<file path="src/rtl/apb_master_bridge.sv">
// apb_master_bridge: single-outstanding APB3 initiator.
// A CPU-side request is decoded to one slave by its upper address bits and run
// through SETUP and ACCESS with wait-state and timeout handling. Read data and
// an error flag come back on a valid/ready response channel.
module apb_master_bridge #(
    parameter int ADDR_W   = 8,
    parameter int SLV_BITS = 2,
    parameter int TIMEOUT  = 16
) (
    input  logic                            apb_pclk,
    input  logic                            apb_prstn,
    input  logic                            req_valid,
    output logic                            req_ready,
    input  logic [ADDR_W-1:0]               req_addr,
    input  logic                            req_write,
    input  logic [31:0]                     req_wdata,
    output logic                            rsp_valid,
    input  logic                            rsp_ready,
    output logic [31:0]                     rsp_rdata,
    output logic                            rsp_err,
    output logic [(2**SLV_BITS)-1:0]        apb_psel,
    output logic [ADDR_W-SLV_BITS-1:0]      apb_paddr,
    output logic                            apb_pwrite,
    output logic                            apb_penable,
    output logic [31:0]                     apb_pwdata,
    input  logic [32*(2**SLV_BITS)-1:0]     apb_prdata,
    input  logic [(2**SLV_BITS)-1:0]        apb_pready,
    input  logic [(2**SLV_BITS)-1:0]        apb_pslverr
);

    localparam int NSLV  = 2**SLV_BITS;
    localparam int CNT_W = ($clog2(TIMEOUT + 1) < 1) ? 1 : $clog2(TIMEOUT + 1);

    typedef enum logic [1:0] {S_IDLE, S_SETUP, S_ACCESS, S_RESP} state_t;

    state_t                     r_state;
    state_t                     w_state_nxt;

    logic [SLV_BITS-1:0]        r_idx,       w_idx_nxt;
    logic [CNT_W-1:0]           r_cnt,       w_cnt_nxt;
    logic [NSLV-1:0]            r_psel,      w_psel_nxt;
    logic                       r_penable,   w_penable_nxt;
    logic [ADDR_W-SLV_BITS-1:0] r_paddr,     w_paddr_nxt;
    logic                       r_pwrite,    w_pwrite_nxt;
    logic [31:0]                r_pwdata,    w_pwdata_nxt;
    logic                       r_rsp_valid, w_rsp_valid_nxt;
    logic [31:0]                r_rdata,     w_rdata_nxt;
    logic                       r_err,       w_err_nxt;

    logic [31:0]                w_sel_prdata;
    logic                       w_sel_pready;
    logic                       w_sel_pslverr;
    logic                       w_timeout;

    // Only the latched slave's return signals are looked at; the rest are ignored.
    always_comb begin
        w_sel_prdata  = '0;
        w_sel_pready  = 1'b0;
        w_sel_pslverr = 1'b0;
        for (int k = 0; k < NSLV; k++) begin
            if (r_idx == SLV_BITS'(k)) begin
                w_sel_prdata  = apb_prdata[32*k +: 32];
                w_sel_pready  = apb_pready[k];
                w_sel_pslverr = apb_pslverr[k];
            end
        end
    end

    // The counter sits at TIMEOUT-1 during the last ACCESS cycle a slave is allowed.
    assign w_timeout = (TIMEOUT != 0) && (r_cnt == CNT_W'(TIMEOUT - 1));

    // Request acceptance is decoded from state and suppressed while in reset.
    assign req_ready = apb_prstn && (r_state == S_IDLE);

    // State register.
    always_ff @(posedge apb_pclk) begin
        if (!apb_prstn) r_state <= S_IDLE;
        else            r_state <= w_state_nxt;
    end

    // Next-state decode: SETUP is always one cycle, ACCESS ends on pready or timeout.
    always_comb begin
        w_state_nxt = r_state;
        case (r_state)
            S_IDLE:   if (req_valid)                  w_state_nxt = S_SETUP;
            S_SETUP:                                  w_state_nxt = S_ACCESS;
            S_ACCESS: if (w_sel_pready || w_timeout)  w_state_nxt = S_RESP;
            S_RESP:   if (rsp_ready)                  w_state_nxt = S_IDLE;
            default:                                  w_state_nxt = S_IDLE;
        endcase
    end

    // Output decode: next values for every registered output, keyed on the next state.
    always_comb begin
        w_idx_nxt    = r_idx;
        w_paddr_nxt  = r_paddr;
        w_pwrite_nxt = r_pwrite;
        w_pwdata_nxt = r_pwdata;
        w_cnt_nxt    = r_cnt;
        w_rdata_nxt  = r_rdata;
        w_err_nxt    = r_err;
        case (r_state)
            S_IDLE: begin
                if (req_valid) begin
                    w_idx_nxt    = req_addr[ADDR_W-1 -: SLV_BITS];
                    w_paddr_nxt  = req_addr[ADDR_W-SLV_BITS-1:0];
                    w_pwrite_nxt = req_write;
                    w_pwdata_nxt = req_wdata;
                end
            end
            S_SETUP: w_cnt_nxt = '0;
            S_ACCESS: begin
                if (w_sel_pready) begin
                    w_rdata_nxt = r_pwrite ? 32'h0 : w_sel_prdata;
                    w_err_nxt   = w_sel_pslverr;
                end else begin
                    w_cnt_nxt = r_cnt + CNT_W'(1);
                    if (w_timeout) begin
                        w_rdata_nxt = 32'h0;
                        w_err_nxt   = 1'b1;
                    end
                end
            end
            default: ;
        endcase
        w_psel_nxt = '0;
        if (w_state_nxt == S_SETUP || w_state_nxt == S_ACCESS) begin
            for (int k = 0; k < NSLV; k++) w_psel_nxt[k] = (w_idx_nxt == SLV_BITS'(k));
        end
        w_penable_nxt   = (w_state_nxt == S_ACCESS);
        w_rsp_valid_nxt = (w_state_nxt == S_RESP);
    end

    // Output and transaction registers; every one clears on reset so a dropped transfer leaves no trace.
    always_ff @(posedge apb_pclk) begin
        if (!apb_prstn) begin
            r_idx       <= '0;
            r_cnt       <= '0;
            r_psel      <= '0;
            r_penable   <= 1'b0;
            r_paddr     <= '0;
            r_pwrite    <= 1'b0;
            r_pwdata    <= '0;
            r_rsp_valid <= 1'b0;
            r_rdata     <= '0;
            r_err       <= 1'b0;
        end else begin
            r_idx       <= w_idx_nxt;
            r_cnt       <= w_cnt_nxt;
            r_psel      <= w_psel_nxt;
            r_penable   <= w_penable_nxt;
            r_paddr     <= w_paddr_nxt;
            r_pwrite    <= w_pwrite_nxt;
            r_pwdata    <= w_pwdata_nxt;
            r_rsp_valid <= w_rsp_valid_nxt;
            r_rdata     <= w_rdata_nxt;
            r_err       <= w_err_nxt;
        end
    end

    assign apb_psel    = r_psel;
    assign apb_penable = r_penable;
    assign apb_paddr   = r_paddr;
    assign apb_pwrite  = r_pwrite;
    assign apb_pwdata  = r_pwdata;
    assign rsp_valid   = r_rsp_valid;
    assign rsp_rdata   = r_rdata;
    assign rsp_err     = r_err;

endmodule

</file>
<file path="config.mk">
export PLATFORM = sky130hd
export DESIGN_NAME = apb_master_bridge
export DESIGN_NICKNAME = d
export VERILOG_FILES = /design/src/rtl/apb_master_bridge.sv
export SDC_FILE = /design/constraint.sdc
export NUM_CORES = 1
export LEC_CHECK = 0
export CORE_MARGIN = 10
export CORE_UTILIZATION = 30
export CTS_CLUSTER_SIZE = 28
export DETAILED_ROUTE_END_ITERATION = 12
export GPL_ROUTABILITY_DRIVEN = 0
export PLACE_DENSITY = 0.69
export SLEW_MARGIN = 20
export SYNTH_ARGS = -nofsm -noshare
export SYNTH_HDL_FRONTEND = slang
export SYNTH_SLANG_ARGS = --single-unit
</file>
<file path="constraint.sdc">
create_clock -name apb_pclk -period 2.05 [get_ports apb_pclk]
set_clock_uncertainty 0.05 [all_clocks]
set_input_delay 0.3075 -clock apb_pclk [delete_from_list [all_inputs] [get_ports apb_pclk]]
set_output_delay 0.3075 -clock apb_pclk [all_outputs]
set_load 0.05 [all_outputs]
</file>
Word level (Yosys, flattened, before mapping)
Index checks and enable logic that the tools add are counted.
W data, S select, Z words.
{"block": "word_totals", "ff_bits": 87, "latchBits": 0, "ram_bits": 0, "romBits": 0, "inputBits": 181, "output_inout_bits": 79, "wordCells": 63, "mem_count": 0}
{"block": "classes", "addsub": 1, "multipliers": 0, "div": 0, "n_lt_le_gt_ge": 0, "eq_ne": 14, "n_shift": 0, "muxes": 25, "bitwise": 0, "n_reduce_logical": 12}
{"op": "$mux W32", "count": 7}
{"op": "$eq A2 B2 Y1 const B", "count": 8}
{"op": "$mux W1", "count": 10}
{"op": "$mux W2", "count": 5}
{"op": "$pmux W5 S2", "count": 1}
{"op": "$eq A2 B1 Y1 const B", "count": 4}
{"op": "$pmux W2 S4", "count": 1}
{"op": "$reduce_and A2 Y1", "count": 4}
{"op": "$logic_not A2 Y1", "count": 3}
{"op": "$add A5 B1 Y5 const B", "count": 1}
{"op": "$eq A5 B4 Y1 const B", "count": 1}
{"op": "$mux W5", "count": 1}
{"op": "$reduce_bool A2 Y1", "count": 2}
{"op": "$logic_or A1 B1 Y1", "count": 2}
{"op": "$ne A2 B2 Y1 const B", "count": 1}
{"op": "$logic_and A1 B1 Y1", "count": 1}

Depth between registers and ports, before layout
{"block": "logic_depth", "depth_word": 11, "mapped_depth": 8, "ltp_nobuf": 8}

Worst setup path before layout
OpenSTA, ideal clock, no wires.
{"block": "synth_timing", "path_kind": "register to register", "startpoint": "register r_idx[0]", "endpoint": "register r_psel[1], in the netlist apb_psel[1]", "setup_time_ns": 0.080, "arrival_time_ns": 2.111, "required_time_ns": 1.920, "path_slack_ns": -0.191, "stages_incl_launch_ff": 9, "path_buffers": 2, "period_less_slack_ns": 2.241, "cell_sequence": "dfxtp_1 > buf_6 > mux4_2 > buf_2 > o311ai_0 > nand2_1 > ha_1 > nand2_1 > nor3b_1"}
{"block": "synth_via", "elab_chain_cells": 11, "elab_cells_between_ends": 18, "classes_between": "eq/ne (6); mux (8); reduce/logical (4)"}
{"element": "from (decl)", "line": "39", "text": "logic [SLV_BITS-1:0] r_idx, w_idx_nxt;"}
{"element": "from (signal assigned)", "line": "148", "text": "r_idx <= w_idx_nxt;"}
{"element": "$logic_not A2 Y1", "line": "61", "text": "if (r_idx == SLV_BITS'(k)) begin"}
{"element": "$mux W1 (4 in a row)", "line": "61"}
{"element": "$logic_or A1 B1 Y1", "line": "87", "text": "S_ACCESS: if (w_sel_pready || w_timeout) w_state_nxt = S_RESP;"}
{"element": "$mux W2", "line": "87"}
{"element": "$pmux W2 S4", "line": "84", "text": "case (r_state)"}
{"element": "$eq A2 B1 Y1 or $eq A2 B2 Y1 (tied branches)", "line": "127", "text": "if (w_state_nxt == S_SETUP || w_state_nxt == S_ACCESS) begin"}
{"element": "$logic_or A1 B1 Y1", "line": "127"}
{"element": "$reduce_and A2 Y1 (no source line)"}
{"element": "to (signal assigned)", "line": "150", "text": "r_psel <= w_psel_nxt;"}
{"element": "to (decl)", "line": "41", "text": "logic [NSLV-1:0] r_psel, w_psel_nxt;"}
Several ways; a longest one is shown, not always the timed one.
A chain may end at the register's enable or synchronous reset.

Worst setup path after layout
{"block": "layout_timing", "startpoint": "register r_cnt[0]", "endpoint": "register r_psel[1], in the netlist apb_psel[1]"}
{"block": "layout_via", "elab_chain_cells": 7, "elab_cells_between_ends": 8, "classes_between": "eq/ne (3); mux (2); reduce/logical (3)"}
{"element": "from (decl)", "line": "40", "text": "logic [CNT_W-1:0] r_cnt, w_cnt_nxt;"}
{"element": "from (signal assigned)", "line": "149", "text": "r_cnt <= w_cnt_nxt;"}
{"element": "$eq A5 B4 Y1 *", "line": "70", "text": "assign w_timeout = (TIMEOUT != 0) && (r_cnt == CNT_W'(TIMEOUT - 1));"}
{"element": "$logic_or A1 B1 Y1 *", "line": "87"}
{"element": "$mux W2 *", "line": "87"}
{"element": "$pmux W2 S4 *", "line": "84"}
{"element": "$eq A2 B1 Y1 or $eq A2 B2 Y1 (tied branches)", "line": "127"}
{"element": "$logic_or A1 B1 Y1 *", "line": "127"}
{"element": "$reduce_and A2 Y1 (no source line) *"}
Mark *: on every way between the ends. The rest lies on a longest branch, timed or not.

==> results.yml <==
status:
  outcome: "complete, no violations"
route:
  detail-route-antenna-nets: 0
  drtIter0Drc: 297
  dr.pass1.iters: 4
  avgRoutedWirePerCell_um: 18.45
  wirelength_mm: 16.79
  vias_per_cell: 5.056
  vias: 4601
  drc: 0
global_routing:
  met3_usage_pct: 5.106
  busiest_layer: "met2"
  grt.total_usage_pct: 15.95
  use_met1_pct: 17.63
  grt_overflow: 0
  grt_max_degree: 43
  antenna_found_initial: 0
  groute.layer.met2.usage_pct: 28.82
  grt_pass1_wl_mm: 25.74
  grt_pass1_vias: 4848
layout:
  syn_to_final_growth_pct: 71.04
  nets: 905
  final_util_pct: 51.93
  drive_gt1_share_pct: 11.29
  final_common_cell: "clkdlybuf4s50_1"
  final_cell_area_um2: 7462
  antenna_cells: 0
  layout_common_cells: "clkdlybuf4s50_1 (255), nand2_1 (144), dfxtp_1 (86), a21oi_1 (40), nand3_1 (35)"
worst_setup_path:
  reg2regPathDepth: 8
  worst-path-stages: 8
  timing.rr.start: "r_cnt[0]$_SDFFE_PN0P_"
  critPathCaptureType: "flop"
  slowest_delay_ns: 0.32
  worstPathRequired_ns: 2.26
  worst_setup_path_start_kind: "flop"
  path_cells: "ha_1 -> and3_1 -> ha_2 -> o311ai_4 -> nand2_1 -> ha_1 -> nand2_2 -> nor3b_2"
  worst-path-buf-inv: 0
  crit_path_max_fanout: 3
  cp.arrival_ns: 2.17
  path_class: "flop to flop"
  startpoint: "r_cnt[0]$_SDFFE_PN0P_"
  slowest_stage: "dfxtp_1"
  critical-path-top-cell-by-count: "ha_1"
  crit_family: "adder cells"
clocking:
  clk_path_buf_depth: 2
  post_cts_resized: 0
  cts_setup_buffers: 0
  htree_levels: 3
  clk_pin_slew_worst_paths_ns: 0.07
  cts-buffers-inserted: 9
  cts-root-buf: "clkbuf_16"
  cts_tree: "yes"
  clk_latency_ns: 0.33
  clock-sinks: 87
  hold_buffers: 0
logic_synthesis:
  netlist_instances: 482
  synth_edf_count: 0
  synth_warnings: 0
  synthArstFlopShare_pct: 0
  syn_nets: 666
  synth_area_um2: 4363
  seq_area_frac_synth_pct: 39.92
  synth.avg_cell_area_um2: 9.052
  ys_seq_elements: 87
  synthFlopType: "dfxtp_1"
  synthDistinctLibCells: 40
sta:
  max_clock_freq_ghz: 0.5113
  finalSetupViolations: 0
  worstMarginPinSlew_ns: 0.5556
  fin_crit_ns: 1.956
  fin_crit_sh_pct: 95.41
  maxSlewHeadroom_pct: 62.85
  final_max_slew_viol_count: 0
  finalHoldViolations: 0
power:
  pwr-share-comb_pct: 32.9
  p_leak_nw: 2.557
  p_total_mw: 5.215
  p_seq_share_pct: 36.7
  switchingPower_mw: 1.762
  switching_share_pct: 33.78
  pwr_density_cell_nw_per_um2: 698.9
  p_int_mw: 3.453
  clkPwrFrac_pct: 30.4
  peakVddDrop_uv: 390.2
placed_design:
  port_buffers: 259
  dp_hpwl_mm: 13.41
  placed_cell_area_um2: 7154
hold_path:
  hold_start: "apb_prstn"
  hp-class: "primary input to flop"
  worstHoldPathCells: 3
floorplan:
  die_area_um2: 19770
  fp.dieH_um: 140.6
  dieWidth_um: 140.6
  ios: 260
  core-area_um2: 14370
  rows: 44
  start_util_pct: 30.36
run:
  max-cap-violations: 0
==> power by group through the flow <==
stage,clock (mW),sequential [mW],combinational (mW)
2_1_floorplan,0,2.34,0.572
3_3_place_gp,0,1.94,1.69
3_5_place_dp,0,1.95,1.73
4_1_cts,1.63,1.91,1.73
5_1_grt,1.70,1.93,1.83
6_report,1.59,1.91,1.72
==> flip-flops by register name (all words and copies together) (netlist names) <==
register	count
apb_paddr	6
apb_penable	1
apb_psel	4
apb_pwdata	32
apb_pwrite	1
r_cnt	5
r_idx	2
r_state	2
rsp_err	1
rsp_rdata	32
rsp_valid	1
==> synth_stat cells (all sizes together), types with 2 or more instances <==
| master | count | area share [%] |
|---|---|---|
| dfxtp | 87 | 40 |
| o221ai | 31 | 6.2 |
| nand4 | 3 | 0.43 |
| nand3 | 35 | 4.0 |
| mux4 | 34 | 18 |
| inv | 5 | 0.43 |
| mux2i | 3 | 0.69 |
| nand2 | 145 | 12 |
| o211ai | 2 | 0.34 |
| nor2 | 5 | 0.43 |
| ha | 3 | 0.86 |
| and2 | 2 | 0.29 |
| a21oi | 40 | 4.6 |
| clkbuf | 36 | 3.1 |
| a32o | 2 | 0.46 |
| nor3 | 4 | 0.46 |
| o31ai | 3 | 0.52 |
| nor3b | 4 | 0.80 |
| or4bb | 2 | 0.52 |
| buf | 14 | 2.2 |
| a31oi | 2 | 0.29 |
| nand2b | 4 | 0.57 |
| and4 | 2 | 0.40 |
==> worst reg2reg max path: stages (launching register included) <==
cell and delay (ns):
dfxtp_1 0.32, ha_1 0.22, and3_1 0.20, ha_2 0.20
o311ai_4 0.27, nand2_1 0.09, ha_1 0.31, nand2_2 0.08
nor3b_2 0.17
==> kinds of logic (layout without fill, tap and decap cells) <==
kind of cell,after synthesis,in the layout,synth area share (%)
adders and majority gates,3,3,0.8604
buffers and inverters,55,299,5.678
DFF,87,87,39.92
muxes,37,37,18.24
AOI/OAI and AO/OA,85,85,13.34
and+or+nand+nor,215,215,21.97
==> path summary, 6_finish.rpt <==
path / endpoint / slack (ns)
worst max-delay path: apb_psel[1]$_SDFF_PN0_ / 0.09
worst min-delay path: apb_penable$_SDFF_PN0_ / 0.34
worst max register to register: apb_psel[1]$_SDFF_PN0_ / 0.09
worst min register to register: apb_pwdata[6]$_SDFFE_PN0P_ / 0.40
==> area by class of cell <==
| class | count | area [um^2] |
|---|---|---|
| Clock buffer | 9 | 225.2 |
| Clock inverter | 7 | 63.81 |
| Fill cell | 1246 | 6907 |
| Inverter | 5 | 18.77 |
| Multi-Input combinational cell | 340 | 2417 |
| Sequential cell | 87 | 1743 |
| Tap cell | 184 | 230.2 |
| Timing Repair Buffer | 278 | 2764 |
==> per-layer routing <==
metal  part of all wire (%)  wire (um)  up-vias
met5                      0          0        -
met4                    1.4        233        0
met3                    6.9       1160       12
met2                     54       9021      167
met1                     38       6369     2204
li1                       -          -     2218
==> stage by stage <==
step                      instances    TNS, ns  setup WS [ns]  hold slack, ns
final                           910          0        0.09419          0.3400
after global routing            910  -0.001993      -0.001993          0.3513
after CTS                       910          0        0.01873          0.3382
after detailed placement        894     -8.086        -0.2454          0.3969
after global placement          894     -6.184        -0.2275          0.3908
after floorplan                 482   -0.04752       -0.02395          0.3935
Power figures use the tool's default switching activity.
